<file path="config.mk">
export PLATFORM = sky130hd
export DESIGN_NAME = int_to_float_conv
export DESIGN_NICKNAME = d
export VERILOG_FILES = /design/src/rtl/i2f_pkg.sv /design/src/rtl/i2f_round.sv /design/src/rtl/int_to_float_conv.sv
export SDC_FILE = /design/constraint.sdc
export NUM_CORES = 1
export LEC_CHECK = 0
export ABC_CLOCK_PERIOD_IN_PS = 3500
export CORE_ASPECT_RATIO = 1.4
export CORE_MARGIN = 10
export CORE_UTILIZATION = 30
export DETAILED_ROUTE_END_ITERATION = 8
export GPL_TIMING_DRIVEN = 0
export PLACE_DENSITY = 0.46
export SETUP_SLACK_MARGIN = 0.5
export SLEW_MARGIN = 20
export SYNTH_ARGS = -nofsm -noshare
export SYNTH_HDL_FRONTEND = slang
export SYNTH_HIERARCHICAL = 1
export SYNTH_SLANG_ARGS = --single-unit
</file>
<file path="constraint.sdc">
create_clock -name clk -period 3.5 [get_ports clk]
set_input_delay 0.7 -clock clk [delete_from_list [all_inputs] [get_ports clk]]
set_output_delay 0.7 -clock clk [all_outputs]
set_load 0.01 [all_outputs]
</file>
<file path="src/rtl/i2f_pkg.sv">
// Shared types and constants for the integer-to-single-precision converter.
package i2f_pkg;

  typedef enum logic [1:0] {
    IDLE  = 2'd0,
    NORM  = 2'd1,
    ROUND = 2'd2,
    DONE  = 2'd3
  } state_e;

  localparam int EXP_BIAS    = 127;
  localparam int EXP_INT_TOP = EXP_BIAS + 31;
  localparam int MANT_W      = 23;

endpackage

</file>
<file path="src/rtl/i2f_round.sv">
// Round-to-nearest-even of a normalised magnitude (hidden bit already stripped).
// With I2F_FLAGS_EN defined, also reports whether any discarded bit was set.
module i2f_round
  import i2f_pkg::*;
(
  input  logic [30:0]       mag,
  input  logic [7:0]        exp_in,
  output logic [7:0]        exp_out,
  output logic [MANT_W-1:0] mant
`ifdef I2F_FLAGS_EN
  ,
  output logic              inexact
`endif
);

  logic            lsb;
  logic            guard;
  logic            sticky;
  logic            inc;
  logic [MANT_W:0] sum;

  assign lsb    = mag[8];
  assign guard  = mag[7];
  assign sticky = |mag[6:0];
  assign inc    = guard && (sticky || lsb);

  // A carry out of the mantissa means 1.111..1 rounded up to 10.0, i.e. one more exponent step.
  assign sum     = {1'b0, mag[30:8]} + {{MANT_W{1'b0}}, inc};
  assign mant    = sum[MANT_W-1:0];
  assign exp_out = exp_in + {7'd0, sum[MANT_W]};

`ifdef I2F_FLAGS_EN
  assign inexact = guard | sticky;
`endif

endmodule

</file>
<file path="src/rtl/int_to_float_conv.sv">
// Multi-cycle 32-bit integer to IEEE 754 single converter with valid/ready on both sides.
// Optional out_inexact flag is built when I2F_FLAGS_EN is defined.
module int_to_float_conv
  import i2f_pkg::*;
#(
  parameter int SHIFT_STEP = 1
) (
  input  logic        clk,
  input  logic        rst_n,
  input  logic        in_valid,
  output logic        in_ready,
  input  logic [31:0] in_data,
  input  logic        in_signed,
  output logic        out_valid,
  input  logic        out_ready,
  output logic [31:0] out_data
`ifdef I2F_FLAGS_EN
  ,
  output logic        out_inexact
`endif
);

  state_e            state;
  logic              sign;
  logic [31:0]       mag;
  logic [7:0]        exp_r;
  logic              neg_in;
  logic [31:0]       mag_in;
  logic              step_zero;
  logic [3:0]        shamt;
  logic [7:0]        r_exp;
  logic [MANT_W-1:0] r_mant;

  assign in_ready  = (state == IDLE);
  assign out_valid = (state == DONE);

  // 0x80000000 signed negates to itself, which is the correct unsigned magnitude.
  assign neg_in = in_signed & in_data[31];
  assign mag_in = neg_in ? (~in_data + 32'd1) : in_data;

  assign step_zero = ~|mag[31 -: SHIFT_STEP];
  assign shamt     = step_zero ? 4'(SHIFT_STEP) : 4'd1;

`ifdef I2F_FLAGS_EN
  logic r_inexact;

  i2f_round u_round (
    .mag     (mag[30:0]),
    .exp_in  (exp_r),
    .exp_out (r_exp),
    .mant    (r_mant),
    .inexact (r_inexact)
  );
`else
  i2f_round u_round (
    .mag     (mag[30:0]),
    .exp_in  (exp_r),
    .exp_out (r_exp),
    .mant    (r_mant)
  );
`endif

  always_ff @(posedge clk or negedge rst_n) begin
    if (!rst_n) begin
      state    <= IDLE;
      sign     <= 1'b0;
      mag      <= 32'd0;
      exp_r    <= 8'd0;
      out_data <= 32'd0;
    end else begin
      case (state)
        IDLE: begin
          if (in_valid) begin
            sign  <= neg_in;
            mag   <= mag_in;
            exp_r <= 8'(EXP_INT_TOP);
            if (mag_in == 32'd0) begin
              out_data <= 32'd0;
              state    <= DONE;
            end else begin
              state <= NORM;
            end
          end
        end
        NORM: begin
          if (mag[31]) begin
            state <= ROUND;
          end else begin
            mag   <= mag << shamt;
            exp_r <= exp_r - {4'd0, shamt};
          end
        end
        ROUND: begin
          out_data <= {sign, r_exp, r_mant};
          state    <= DONE;
        end
        DONE: begin
          if (out_ready) state <= IDLE;
        end
        default: state <= IDLE;
      endcase
    end
  end

`ifdef I2F_FLAGS_EN
  always_ff @(posedge clk or negedge rst_n) begin
    if (!rst_n) begin
      out_inexact <= 1'b0;
    end else if (state == IDLE && in_valid) begin
      out_inexact <= 1'b0;
    end else if (state == ROUND) begin
      out_inexact <= r_inexact;
    end
  end
`endif

endmodule
</file>
==> impl_metrics.csv <==
group,metric,value,unit
synthesis,synth_area_leaders,"dfrtp_1 36%, a32o_2 7.0%, xnor2_1 7.0%, o21ai_0 4.1%, nor2_1 3.8%",
floorplanning,initial_core_util,30.6,%
synthesis,yosysTopAreaCell,"dfrtp_1",
placed_design,pre_cts_ws,-1.27,ns
critical_path,cp_data_arrival_time,3.59,ns
cells_and_area,area_growth,34.5,%
cells_and_area,fillCellCount,1684,
critical_path,required,3.71,ns
clocking,cts_tree,"yes",
synthesis,syn_inst,560,
pwr,pwr-share-seq,34.0,%
global_routing,grt_antenna_before_repair,0,
critical_path,crit_fanout,8,
synthesis,synth_edf_count,0,
timing,clock.fmax,0.296,GHz
floorplanning,pin_count,71,
pwr,switching_share,37.9,%
clocking,path_clk_slew,0.06,ns
synthesis,synthArstFlopShare,100,%
floorplanning,rows,56,
floorplanning,core-area,0.0168,mm²
min_path,hold_path_class,"in2async",
synthesis,ys_seq_elements,75,
floorplanning,die_x,131,µm
pwr,p_switching,0.00177,W
clocking,cts_root_buf,"clkbuf_16",
timing,worst_slack,0.123,ns
placed_design,dp_hpwl,12400,µm
synthesis,synth_flop_cell,"dfrtp_1",
timing,fin_worst_skew,0.00566,ns
synthesis,ys_types,69,
timing,setup_violations,0,
global_routing,grt_pass1_wl,25900,µm
timing,period_share,96.5,%
timing,tns,0,ns
cells_and_area,post-route-util,41.2,%
synthesis,syn_nets,607,
timing,tightest_slew,0.644,ns
synthesis,syn_area_per_cell,9.20,µm²
cells_and_area,layout_commonest_cell,"dfrtp_1",
global_routing,grt_usage,14.2,%
routing,ant_nets,0,
global_routing,grt_pass1_vias,4877,
synthesis,ys_seq_area_share,36.4,%
routing,drcViolationCount,0,
routing,routedWlPerCell,18.2,µm
critical_path,end_kind,"flip-flop",
placed_design,port_buffers,65,
global_routing,grt_max_degree,46,
floorplanning,dieArea,0.0229,mm²
placed_design,routabilityCongestion,0.857,
pwr,pwr-share-comb,44.2,%
floorplanning,die_h,175,µm
critical_path,critical_path_class,"in2reg",
pwr,power_density,675,mW/mm²
routing,num_vias,4720,
routing,routed_wl,15900,µm
timing,slew_headroom,57.0,%
clocking,cts_buffers,9,
routing,via_per_inst,5.40,
pwr,irDropWorstVdd,0.277,mV
run,maxCapViolCount,0,
timing,finalMaxSlewViolations,0,
pwr,p_leak,2.96,nW
timing,rsz0062_at_grt,"true",
outcome,status,"completed",
pwr,clkPwrFrac,21.8,%
cells_and_area,nets,713,
clocking,clock_latency,0.33,ns
critical_path,critPathLaunchType,"input port",
global_routing,grt_overflow,0,
pwr,p_int,0.00290,W
synthesis,netlist_area,0.00515,mm²
cells_and_area,diodes,0,
clocking,clockBufferDepth,2,
synthesis,synth_warnings,6,
clocking,htreeDepth,3,
routing,drt_iter0_markers,225,
synthesis,yosys.area.top_type_share,36.4,%
timing,worst_hold_slack,0.307,ns
cells_and_area,drive_gt1_share,23.8,%
timing,final_hold_viol_count,0,
clocking,clock_sinks,75,
timing,fin_crit,3.38,ns
cells_and_area,mostFrequentLayoutCells,"75 x dfrtp_1, 51 x nor2_1, 47 x nand2_1",
routing,dr.pass1.iters,4,
==> per-layer routing <==
metal	track usage (%)	wire (µm)
met5	0	0
met4	6.18	515
met3	2.48	582
met2	25.2	8400
met1	15.9	6410
==> worst max-delay path: stages <==
cell	delay [ns]
dlygate4sd2_1	0.29
or3_1	0.35
buf_4	0.18
nor3_4	0.24
buf_6	0.16
nand3_1	0.11
o221ai_1	0.34
o311ai_4	0.17
nor3_4	0.22
buf_12	0.15
nand3_4	0.18
buf_6	0.20
a32o_2	0.26
==> final timing paths <==
kind / start / end / slack, ns / cells after the start
max in group asynchronous: rst_n / out_data[15] / 2.62 / 2
worst max-delay path: in_data[14] / out_data[21] / 0.12 / 13
min in group clk: sign / sign / 0.50 / 2
worst min register to register: sign / sign / 0.50 / 2
worst min-delay path: rst_n / out_data[31] / 0.31 / 1
worst max register to register: mag[7] / out_data[30] / 0.47 / 10
==> cell families (layout without fill, tap and decap cells) <==
| logic type | Yosys count | in the layout | share of synthesized area (%) |
|---|---|---|---|
| XOR/XNOR | 61 | 61 | 10.4 |
| multiplexers | 3 | 3 | 0.607 |
| buffers and inverters | 56 | 167 | 6.07 |
| AO/OA/AOI/OAI | 143 | 143 | 21.7 |
| flip-flops | 75 | 75 | 36.4 |
| adder cells (fa/ha/maj) | 10 | 10 | 2.43 |
| AND/OR/NAND/NOR | 212 | 212 | 22.4 |
==> power by group through the flow <==
stage	registers [W]	logic, W	clock network, W
global route	0.00165	0.00232	0.00108
global placement	0.00159	0.00202	0
CTS	0.00159	0.00209	0.00104
finish	0.00159	0.00206	0.00102
floorplan	0.00157	0.00125	0
detailed placement	0.00161	0.00205	0
==> flip-flops by register name (all words and copies together) (netlist names) <==
name,flops
exp_r,8
out_data,32
sign,1
state,2
mag,32
==> cells in the mapped netlist (all sizes together) (12+ instances only) <==
| cell | number |
|---|---|
| a31oi | 12 |
| nand4 | 16 |
| xor2 | 20 |
| nand3 | 19 |
| nor2 | 52 |
| a32o | 32 |
| nor3 | 17 |
| dfrtp | 75 |
| clkbuf | 25 |
| o21ai | 43 |
| a21oi | 27 |
| inv | 20 |
| xnor2 | 41 |
| nand2 | 50 |
==> area by class of cell <==
cell class | count | area [µm²] | area share [%]
Buffer | 36 | 246 | 3.56
Clock buffer | 12 | 256 | 3.70
Clock inverter | 4 | 72.6 | 1.05
Inverter | 20 | 100 | 1.44
Multi-Input combinational cell | 429 | 3190 | 46.0
Sequential cell | 75 | 1880 | 27.1
Tap cell | 203 | 254 | 3.67
Timing Repair Buffer | 95 | 933 | 13.5
==> through the flow <==
stage	power, W	instance area, µm²	instances
floorplan	0.00282	5190	560
global placement	0.00361	6100	828
detailed placement	0.00366	6120	829
CTS	0.00472	6770	869
global route	0.00505	6930	874
finish	0.00467	6930	874
==> timing repair <==
action	CTS	global route
pin swaps	24	19
setup endpoints to repair	43	34
gates resized for setup	70	32
buffers inserted	21	5
cloned	3	0
hold buffers	0	0
endpoints found under the hold margin	0	0
Power figures use the tool's default switching activity.
